[config.mk]
export PLATFORM = sky130hd
export DESIGN_NAME = mem_access_unit
export DESIGN_NICKNAME = d
export VERILOG_FILES = /design/src/rtl/mem_pkg.sv /design/src/rtl/load_ext.sv /design/src/rtl/mem_access_unit.sv
export SDC_FILE = /design/constraint.sdc
export NUM_CORES = 1
export LEC_CHECK = 0
export ABC_AREA = 1
export CORE_UTILIZATION = 43
export CTS_BUF_LIST = sky130_fd_sc_hd__clkbuf_8
export DETAILED_ROUTE_END_ITERATION = 8
export PLACE_DENSITY_LB_ADDON = 0.25
export SYNTH_ARGS = -nofsm -noshare
export SYNTH_HDL_FRONTEND = slang
export SYNTH_SLANG_ARGS = --single-unit
[constraint.sdc]
create_clock -name clk -period 3.1 [get_ports clk]
set_input_delay 0.62 -clock clk [delete_from_list [all_inputs] [get_ports clk]]
set_output_delay 0.62 -clock clk [all_outputs]
set_load 0.1 [all_outputs]
[src/rtl/mem_pkg.sv]
// Shared encodings for the data-memory access unit: op codes, exception codes,
// FSM states and the store-merge helper.
package mem_pkg;

    typedef enum logic [2:0] {
        OP_LW  = 3'b000,
        OP_LH  = 3'b001,
        OP_LHU = 3'b010,
        OP_LB  = 3'b011,
        OP_LBU = 3'b100,
        OP_SW  = 3'b101,
        OP_SH  = 3'b110,
        OP_SB  = 3'b111
    } mem_op_e;

    typedef enum logic [1:0] {
        EXC_NONE  = 2'b00,
        EXC_LOAD  = 2'b01,
        EXC_STORE = 2'b10
    } mem_exc_e;

    typedef enum logic [1:0] {
        IDLE   = 2'd0,
        ACCESS = 2'd1,
        MERGE  = 2'd2
    } mau_state_e;

    function automatic logic is_store(input mem_op_e op);
        return (op == OP_SW) || (op == OP_SH) || (op == OP_SB);
    endfunction

    function automatic logic addr_misaligned(input mem_op_e op, input logic [1:0] a);
        logic bad;
        bad = 1'b0;
        case (op)
            OP_LW, OP_SW:         bad = (a != 2'b00);
            OP_LH, OP_LHU, OP_SH: bad = a[0];
            default:              bad = 1'b0;
        endcase
        return bad;
    endfunction

    // Replace only the addressed byte/half of a word read back from memory.
    function automatic logic [31:0] merge_lane(input mem_op_e op, input logic [1:0] a,
                                               input logic [31:0] word, input logic [31:0] wdata);
        logic [31:0] r;
        r = word;
        if (op == OP_SB)
            r[{a, 3'b000} +: 8] = wdata[7:0];
        else if (op == OP_SH)
            r[{a[1], 4'b0000} +: 16] = wdata[15:0];
        return r;
    endfunction

endpackage

[src/rtl/load_ext.sv]
// Selects the addressed byte/half of a memory word and sign/zero extends it.
module load_ext
    import mem_pkg::*;
(
    input  logic [2:0]  op,
    input  logic [1:0]  addr,
    input  logic [31:0] word,
    output logic [31:0] data
);

    logic [7:0]  byte_sel;
    logic [15:0] half_sel;

    always_comb begin
        byte_sel = word[{addr, 3'b000} +: 8];
        half_sel = word[{addr[1], 4'b0000} +: 16];
        data     = word;
        case (mem_op_e'(op))
            OP_LH:   data = {{16{half_sel[15]}}, half_sel};
            OP_LHU:  data = {16'h0000, half_sel};
            OP_LB:   data = {{24{byte_sel[7]}}, byte_sel};
            OP_LBU:  data = {24'h000000, byte_sel};
            default: data = word;
        endcase
    end

endmodule

[src/rtl/mem_access_unit.sv]
// MEM-stage load/store unit: word-wide data memory port, read-modify-write for
// sub-word stores, one registered response per accepted request.
module mem_access_unit
    import mem_pkg::*;
#(
    parameter int unsigned DM_BYTES = 4096
) (
    input  logic        clk,
    input  logic        reset,
    input  logic        req_valid,
    output logic        req_ready,
    input  logic [2:0]  req_op,
    input  logic [31:0] req_addr,
    input  logic [31:0] req_wdata,
    input  logic [31:0] req_pc,
    input  logic [4:0]  req_rd,
    output logic        dm_we,
    output logic [31:0] dm_addr,
    output logic [31:0] dm_wdata,
    output logic [31:0] dm_pc,
    input  logic [31:0] dm_rdata,
    output logic        rsp_valid,
    output logic [31:0] rsp_data,
    output logic [4:0]  rsp_rd,
    output logic [31:0] rsp_pc,
    output logic [1:0]  rsp_exc
);

    localparam logic [32:0] DM_LIMIT = 33'(DM_BYTES);

    mau_state_e  state_q, state_d;
    mem_op_e     op_q;
    logic [31:0] addr_q, wdata_q, pc_q, word_q;
    logic [4:0]  rd_q;
    logic [31:0] ext_data;
    mem_op_e     req_op_e;
    logic        req_err;

    assign req_op_e = mem_op_e'(req_op);
    assign req_err  = addr_misaligned(req_op_e, req_addr[1:0]) || ({1'b0, req_addr} >= DM_LIMIT);

    load_ext u_load_ext (
        .op   (op_q),
        .addr (addr_q[1:0]),
        .word (dm_rdata),
        .data (ext_data)
    );

    always_ff @(posedge clk) begin
        if (reset) state_q <= IDLE;
        else       state_q <= state_d;
    end

    // dm_we is gated by reset so an aborted merge never reaches memory.
    always_comb begin
        state_d   = state_q;
        req_ready = 1'b0;
        dm_we     = 1'b0;
        dm_addr   = '0;
        dm_wdata  = '0;
        dm_pc     = '0;
        case (state_q)
            IDLE: begin
                req_ready = 1'b1;
                if (req_valid && !req_err) state_d = ACCESS;
            end
            ACCESS: begin
                dm_addr = {addr_q[31:2], 2'b00};
                dm_pc   = pc_q;
                if (op_q == OP_SW) begin
                    dm_we    = !reset;
                    dm_wdata = wdata_q;
                end
                state_d = (op_q == OP_SH || op_q == OP_SB) ? MERGE : IDLE;
            end
            MERGE: begin
                dm_addr  = {addr_q[31:2], 2'b00};
                dm_pc    = pc_q;
                dm_we    = !reset;
                dm_wdata = merge_lane(op_q, addr_q[1:0], word_q, wdata_q);
                state_d  = IDLE;
            end
            default: state_d = IDLE;
        endcase
    end

    always_ff @(posedge clk) begin
        if (reset) begin
            op_q      <= OP_LW;
            addr_q    <= '0;
            wdata_q   <= '0;
            pc_q      <= '0;
            rd_q      <= '0;
            word_q    <= '0;
            rsp_valid <= 1'b0;
            rsp_data  <= '0;
            rsp_rd    <= '0;
            rsp_pc    <= '0;
            rsp_exc   <= EXC_NONE;
        end else begin
            rsp_valid <= 1'b0;
            case (state_q)
                IDLE: begin
                    if (req_valid) begin
                        op_q    <= req_op_e;
                        addr_q  <= req_addr;
                        wdata_q <= req_wdata;
                        pc_q    <= req_pc;
                        rd_q    <= req_rd;
                        if (req_err) begin
                            rsp_valid <= 1'b1;
                            rsp_data  <= '0;
                            rsp_rd    <= '0;
                            rsp_pc    <= req_pc;
                            rsp_exc   <= is_store(req_op_e) ? EXC_STORE : EXC_LOAD;
                        end
                    end
                end
                ACCESS: begin
                    if (!is_store(op_q)) begin
                        rsp_valid <= 1'b1;
                        rsp_data  <= ext_data;
                        rsp_rd    <= rd_q;
                        rsp_pc    <= pc_q;
                        rsp_exc   <= EXC_NONE;
                    end else if (op_q == OP_SW) begin
                        rsp_valid <= 1'b1;
                        rsp_data  <= '0;
                        rsp_rd    <= '0;
                        rsp_pc    <= pc_q;
                        rsp_exc   <= EXC_NONE;
                    end else begin
                        word_q <= dm_rdata;
                    end
                end
                MERGE: begin
                    rsp_valid <= 1'b1;
                    rsp_data  <= '0;
                    rsp_rd    <= '0;
                    rsp_pc    <= pc_q;
                    rsp_exc   <= EXC_NONE;
                end
                default: ;
            endcase
        end
    end

endmodule

==> results.yml <==
pwr:
  p_leak_nw: 7.15
  switching_share: 0.349
  clockPowerShare: 0.352
  powerDensity_mw_per_mm2: 473
  p_comb_frac: 0.257
  p_int_w: 0.00502
  switchingPower_w: 0.00269
  vdd_drop_max_uv: 434
  seqPwrFrac: 0.390
sta:
  setup_violations: 0
  min_period_ns: 3.00
  holdWs_ns: 0.456
  period_share: 0.966
  finalMaxSlewViolations: 0
  tightest_slew_ns: 1.12
  hold_violations: 0
  rsz0062_at_grt: "false"
  slew_headroom: 0.252
  fin_skew_ns: 0.0192
  clock.fmax_mhz: 334
cts:
  cts_buffer_depth: 3
  cts_tree: "built"
  cts-root-buf: "clkbuf_8"
  clk_pin_slew_ns: 0.07
  cts_made_buffers: 38
  htreeDepth: 2
  insertion_delay_ns: 0.54
  hold_buffers: 0
  clkSinkCount: 210
synthesis:
  yosys.area.top_type_share: 0.384
  synth_largest_area_cell: "dfxtp_1"
  synth_area_leaders: "dfxtp_1 38%, nand2_1 11%, o21ai_0 9.7%"
  yosys_warnings: 0
  netlist_area_mm2: 0.0109
  syn_inst: 1699
  ys_types: 35
  postSynthAreaPerCell_um2: 6.44
  synth_seq_cells: 210
  seq_area_frac_synth: 0.384
placement:
  routabilityCongestion: 0.927
  dp_hpwl_mm: 27.6
  portBuffers: 306
  post_dp_cell_area_mm2: 0.0153
flow_run:
  cap_violations: 0
hold_path:
  hp-class: "flip-flop to flip-flop"
die:
  start_util: 0.437
  num_rows: 58
  coreArea_mm2: 0.0250
  die-width_um: 161
  die_h_um: 161
  die_area_mm2: 0.0261
  ios: 309
routing:
  vias: 12100
  wl_mm: 38.7
  final_antenna_net_count: 0
  dr.pass1.iters: 5
  dr.first_iter.drc_count: 991
  routedWlPerCell_um: 16.7
  avgViaCountPerCell: 5.21
  route.detailed.drc: 0
cells_and_area:
  drive_above_1_share: 0.179
  nFillCells: 2231
  final_common_cell: "nand2_1"
  final_cell_area_mm2: 0.0163
  final_nets: 2115
  area_growth_pct: 49.0
  most-common-layout-cells: "323 x nand2_1, 240 x nor2_1, 207 x dfxtp_1"
worst_setup_path:
  crit_top_cell: "nand3_1"
  critical_path_buf_inv_count: 3
  arrival_ns: 2.38
  critPathLaunchType: "flip-flop"
  worstPathRequired_ns: 2.48
  cp_slowest_cell: "dfxtp_4"
  critPathMaxStageDelay_ns: 0.37
  critical_path_class: "flip-flop to primary output"
  cp-end-kind: "primary output"
  crit_chain: "inv_2 > ha_2 > clkinvlp_2 > nand3_1 > o221ai_1 > nand3_1 > a21oi_4 > buf_12"
  path_max_fanout: 6
  cp_top_family: "buffers and inverters"
global_route:
  grt_max_degree: 93
  grt_pass1_vias: 11400
  globalRoute.totalOverflow: 0
  grt_pass1_wl_mm: 60.5
  grt_antenna_before_repair: 3
  track_usage: 0.291
status:
  status: "complete, no violations"
==> per-layer routing <==
| metal | vias to the layer above | track usage | routed length (µm) |
|---|---|---|---|
| li1 | 5991 | - | - |
| met1 | 5529 | 0.347 | 15000 |
| met2 | 500 | 0.495 | 18800 |
| met3 | 88 | 0.0806 | 3590 |
| met4 | 2 | 0.111 | 1250 |
| met5 | - | 0 | 12 |
==> cell families (layout without fill, tap and decap cells) <==
group	Yosys count	after routing	synth area share
AO/OA/AOI/OAI	445	445	0.218
AND/OR/NAND/NOR	704	704	0.263
buffers and inverters	329	620	0.123
adder cells (fa/ha/maj)	10	10	0.0114
other	1	4	0.000343
flip-flops	210	210	0.384
==> state kept, by name (all words and copies together), names as in the netlist <==
name and cells:
pc_q 32, rsp_valid 1, rsp_pc 32, op_q 3, rsp_rd 5, rd_q 5
rsp_data 32, wdata_q 32, state_q 2, rsp_exc 2, addr_q 32, word_q 32
==> final timing paths <==
kind,from,endpoint,slack [ns],depth (start not counted)
worst min-delay path,rd_q[3],rd_q[3],0.46,2
worst max-delay path,addr_q[0],dm_wdata[29],0.10,8
worst min register to register,rd_q[3],rd_q[3],0.46,2
worst max register to register,state_q[1],word_q[31],0.74,8
==> repair_timing <==
action,in CTS,in global routing
cloned,0,1
buffers inserted,1,4
gates resized for setup,9,27
setup endpoints to repair,32,31
pin swaps,2,2
==> tightest hold or removal path: cells and delay by family (launching register included) <==
family          cells  cell delay (ns)
compound gates      1             0.05
buf+inv             1             0.06
flops               1             0.30
==> power by group through the flow <==
| stage | sequential [W] | combinational (W) | clock (W) |
|---|---|---|---|
| after floorplan | 0.00348 | 0.000900 | 0 |
| after global placement | 0.00305 | 0.00192 | 0 |
| after detailed placement | 0.00306 | 0.00194 | 0 |
| after CTS | 0.00300 | 0.00196 | 0.00276 |
| after global routing | 0.00303 | 0.00213 | 0.00290 |
| final | 0.00301 | 0.00198 | 0.00272 |
==> layout make-up <==
class / count / area, µm² / area share
flip-flops and latches: 210 / 4210 / 0.258
clock inverters: 15 / 95.1 / 0.00583
multi-input cells: 1161 / 5850 / 0.359
repair buffers: 350 / 4250 / 0.261
clock buffers: 50 / 688 / 0.0422
well taps: 330 / 413 / 0.0253
repair inverters: 1 / 5.00 / 0.000307
inverters: 204 / 774 / 0.0475
diodes: 2 / 5.00 / 0.000307
==> through the flow <==
step / worst slack (ns) / instances / power, W / TNS (ns) / util
2_1_floorplan: 0.0921 / 1700 / 0.00438 / 0 / -
3_3_place_gp: 0.397 / 2250 / 0.00498 / 0 / 0.613
3_5_place_dp: 0.339 / 2250 / 0.00500 / 0 / 0.613
4_1_cts: -0.0189 / 2316 / 0.00772 / -0.0645 / 0.645
5_1_grt: 0.0144 / 2323 / 0.00805 / 0 / 0.651
6_report: 0.104 / 2323 / 0.00771 / 0 / 0.651
==> cells in the mapped netlist (all sizes together) <==
library cell,n
clkinv,1
o21bai,3
o2111ai,4
a21boi,1
a211oi,1
a31oi,1
nand2,332
ha,10
dfxtp,210
o221ai,24
nor3,2
inv,203
conb,1
or2,10
buf,54
nor2,248
clkbuf,71
o211ai,11
nand3,111
nand4,1
a21oi,170
o21ai,230
No activity file was read; power rests on OpenSTA's default activity.
